[src/rtl/sevenseg_scanner.sv]
// sevenseg_scanner: time-multiplexed driver for an 8-digit common-anode
// seven-segment display with per-frame snapshot of segment data and
// brightness, 16-step PWM per digit slot and a start-of-frame strobe.
module sevenseg_scanner #(
    parameter int unsigned SUB_SLOT_CYCLES = 6250
) (
    input  logic        clock,
    input  logic        reset_n,
    input  logic [63:0] sevenseg_data,
    input  logic [31:0] display_control,
    output logic [7:0]  anode_n,
    output logic [7:0]  cathode_n,
    output logic        frame_tick
);

    localparam int unsigned PW = (SUB_SLOT_CYCLES > 1) ? $clog2(SUB_SLOT_CYCLES) : 1;
    localparam logic [PW-1:0] PRESCALE_LAST = PW'(SUB_SLOT_CYCLES - 1);

    logic [PW-1:0] prescale;
    logic [3:0]    sub;
    logic [2:0]    digit;
    logic [63:0]   data_snap;
    logic [3:0]    bright_snap;

    logic          prescale_wrap;
    logic          sub_wrap;
    logic          frame_end;
    logic          lit;
    logic [7:0]    anode_next;
    logic [7:0]    cathode_next;

    // Control bits this block does not interpret.
    logic          unused_ctrl;
    assign unused_ctrl = ^{display_control[31:8], display_control[3:1]};

    // Wrap detection, PWM lit decision and next anode/cathode pattern.
    always_comb begin
        prescale_wrap = (prescale == PRESCALE_LAST);
        sub_wrap      = prescale_wrap && (sub == 4'd15);
        frame_end     = sub_wrap && (digit == 3'd7);
        lit           = display_control[0] && (sub <= bright_snap);
        anode_next    = '1;
        cathode_next  = '1;
        if (lit) begin
            anode_next   = ~(8'h01 << digit);
            cathode_next = ~data_snap[{digit, 3'b000} +: 8];
        end
    end

    // Free-running prescale -> sub-slot -> digit counter chain.
    always_ff @(posedge clock) begin
        if (!reset_n) begin
            prescale <= '0;
            sub      <= '0;
            digit    <= '0;
        end else begin
            prescale <= prescale_wrap ? '0 : prescale + 1'b1;
            if (prescale_wrap) begin
                sub <= sub + 4'd1;
                if (sub_wrap) begin
                    digit <= digit + 3'd1;
                end
            end
        end
    end

    // Capture segment data and brightness once per frame so no digit tears.
    always_ff @(posedge clock) begin
        if (!reset_n) begin
            data_snap   <= '0;
            bright_snap <= '0;
            frame_tick  <= 1'b0;
        end else begin
            frame_tick <= frame_end;
            if (frame_end) begin
                data_snap   <= sevenseg_data;
                bright_snap <= display_control[7:4];
            end
        end
    end

    // Registered display drive; anode and cathode always move together.
    always_ff @(posedge clock) begin
        if (!reset_n) begin
            anode_n   <= '1;
            cathode_n <= '1;
        end else begin
            anode_n   <= anode_next;
            cathode_n <= cathode_next;
        end
    end

endmodule

[config.mk]
export PLATFORM = sky130hd
export DESIGN_NAME = sevenseg_scanner
export DESIGN_NICKNAME = d
export VERILOG_FILES = /design/src/rtl/sevenseg_scanner.sv
export SDC_FILE = /design/constraint.sdc
export NUM_CORES = 1
export LEC_CHECK = 0
export BUFFER_PORTS_ARGS = -buffer_cell sky130_fd_sc_hd__buf_2
export CAP_MARGIN = 20
export CORE_UTILIZATION = 40
export CTS_BUF_LIST = sky130_fd_sc_hd__clkbuf_4 sky130_fd_sc_hd__clkbuf_8
export CTS_CLUSTER_SIZE = 30
export DETAILED_ROUTE_END_ITERATION = 10
export SYNTH_ARGS = -nofsm -noshare
export SYNTH_HDL_FRONTEND = slang
export SYNTH_SLANG_ARGS = --single-unit
[constraint.sdc]
create_clock -name clock -period 2.17 [get_ports clock]
set_input_delay 0.217 -clock clock [delete_from_list [all_inputs] [get_ports clock]]
set_output_delay 0.217 -clock clock [all_outputs]
set_load 0.005 [all_outputs]
==> impl_metrics.tcl <==
set metrics [dict create \
    drv_cap 0 \
    finalHoldViolations 0 \
    critPathMaxFanout 16 \
    grt_util_all_layers_pct 17.36 \
    synth.area.top_cells "dfxtp_1, mux2i_1, nand2_1, mux4_2, ha_1" \
    initial_core_util_pct 41.64 \
    path_clk_slew_ns 0.10 \
    cts_buffer_depth 2 \
    cp_data_arrival_time_ns 2.33 \
    rows 39 \
    synth_most_common_cell "nand2_1" \
    slew_viol_final 0 \
    drtAntennaViolNets 0 \
    max_slew.worst_pin.slew_ns 0.7815 \
    ys_ff_latch 105 \
    postSynthAreaPerCell_um2 9.670 \
    area_growth_pct 17.87 \
    wl_um 10180 \
    status "finished with violations" \
    leakagePower_nw 2.135 \
    drive_gt1_share_pct 25.98 \
    design_area_um2 5677 \
    grt_overflow_total 0 \
    violations "DRC" \
    portBuffers 87 \
    grt_start_max_net_pins 86 \
    layout.nets 696 \
    die_y_um 111.7 \
    htree_levels 3 \
    fin_total_pwr_w 0.003288 \
    gp_congestion 0.7696 \
    setup_viol 0 \
    synth-edff-count 0 \
    async_reset_ff_share_pct 0 \
    p_per_area_nw_per_um2 579.2 \
    post-route-period-util_pct 94.04 \
    synth_common_cells "nand2_1, dfxtp_1, mux2i_1" \
    first_global_vias 3625 \
    yosysSeqAreaShare_pct 43.65 \
    max_stage_delay_ns 0.55 \
    syn_nets 609 \
    skew_ns 0.01160 \
    yosys.area.top_type "dfxtp_1" \
    slew_headroom_pct 47.90 \
    numCtsBuffers 9 \
    fin_ws_ns 0.1293 \
    die_area_um2 12480 \
    vias_per_cell 5.037 \
    crit_required_ns 2.46 \
    ys.flop_type "dfxtp_1" \
    place_area_um2 5489 \
    routed-via-count 3687 \
    syn_area_um2 4816 \
    hold_path.class "in2reg" \
    cts_tree "done" \
    layout_min_cycle_time_ns 2.041 \
    postCtsSetupBuffers 0 \
    die_w_um 111.7 \
    grt_pass1_wl_um 17150 \
    fin_setup_tns_ns 0 \
    dpl.hpwl_um 7444 \
    end_kind "flop" \
    root_buffer "clkbuf_8" \
    clock-sinks 105 \
    final_core_util_pct 49.09 \
    grt_antenna_before_repair 0 \
    rsz0062_at_grt "false" \
    synth_top_area_share_pct 43.65 \
    path_buf_inv 2 \
    drcViolationCount 5 \
    peakVddDrop_v 0.0003271 \
    crit_slowest_cell "or4b_1" \
    cts.repair.resized 0 \
    drt-initial-drc-count 116 \
    crit_chain "or4b_1, nor4_4, buf_12, buf_4, mux2i_1" \
    core_area_um2 11560 \
    ios 115 \
    clock_latency_ns 0.37 \
    startpoint_type "flop" \
    synth_cell_type_count 41 \
    cp_top_family "simple AND/OR/NAND/NOR gates" \
    syn_inst 498 \
    post-place-ws_ns 0.1531 \
    wl_per_cell_um 13.91 \
    yosys_warnings 0 \
    drt-pass1-iter-count 7 \
    critPathKind "reg2reg" \
    cts-hold-fix-buffers 0 \
    antennaDiodeCount 0 \
    max_freq_ghz 0.4900 \
]
==> state kept, by name, indices dropped and copies added (netlist names) <==
name	flops
prescale	13
frame_tick	1
cathode_n	8
sub	4
bright_snap	4
anode_n	8
data_snap	64
digit	3
==> logic make-up after synthesis <==
group / Yosys count / share of synthesized area, %
AND/OR/NAND/NOR: 196 / 18.37
multiplexers: 98 / 24.73
adder cells (fa/ha/maj): 13 / 3.378
buffers and inverters: 45 / 4.391
XOR/XNOR: 3 / 0.5457
AO/OA/AOI/OAI: 38 / 4.936
flip-flops: 105 / 43.65
==> layout by cell type (no fill, tap or decap), drive strengths merged, types with 2 or more instances in the layout <==
cell type	synthesis	routed
nand4	7	7
mux2	8	8
clkbuf	22	10
clkinv	0	2
and4	2	2
nand3	9	9
and4b	2	2
dfxtp	105	105
nor4	4	4
ha	13	13
or4	3	3
nand2b	4	4
a21oi	9	9
o21ai	13	13
nand2	149	149
xor2	2	2
buf	13	111
or3	3	3
o211ai	6	6
inv	10	11
o31ai	6	6
mux4	16	16
mux2i	74	74
nor2	6	6
==> area by class of cell <==
cell class / count / area [um^2]
clock buffer: 10 / 131.4
clock inverter: 5 / 56.30
multi-input combinational: 348 / 2502
timing repair buffer: 111 / 668.1
fill: 1066 / 5888
tap: 143 / 178.9
sequential: 105 / 2102
inverter: 10 / 37.54
==> worst reg2reg max path: cells and delay by family (launching register included) <==
kind | cells | cell delay, ns
flip-flops | 1 | 0.42
AND/OR/NAND/NOR | 2 | 0.89
multiplexers | 1 | 0.20
buffers and inverters | 2 | 0.45
==> stage by stage <==
stage	instances	hold WS (ns)
2_1_floorplan	498	0.3591
3_3_place_gp	717	0.4389
3_5_place_dp	717	0.4464
4_1_cts	732	0.05961
5_1_grt	732	0.05418
6_report	732	0.07950
==> worst paths after layout <==
check | depth (start not counted) | slack (ns) | start | endpoint
min reg2reg | 2 | 0.46 | data_snap[16] | data_snap[16]
max reg2reg | 5 | 0.13 | prescale[11] | data_snap[63]
min | 3 | 0.08 | sevenseg_data[46] | data_snap[46]
max | 5 | 0.13 | prescale[11] | data_snap[63]
==> report_power, final <==
| part | switching (W) | total [W] | internal, W |
|---|---|---|---|
| Clock | 0.000639 | 0.00118 | 0.000540 |
| Sequential | 0.00000513 | 0.00194 | 0.00193 |
| Combinational | 0.0000980 | 0.000172 | 0.0000743 |
==> routing by layer <==
metal	global-route usage, %	vias to the layer above	routed length, um
li1	-	1893	-
met1	22.16	1723	4927
met2	28.78	61	4743
met3	4.355	10	391
met4	5.405	0	117
met5	0	-	0
Note: power is estimated with default switching activity, not from simulation.
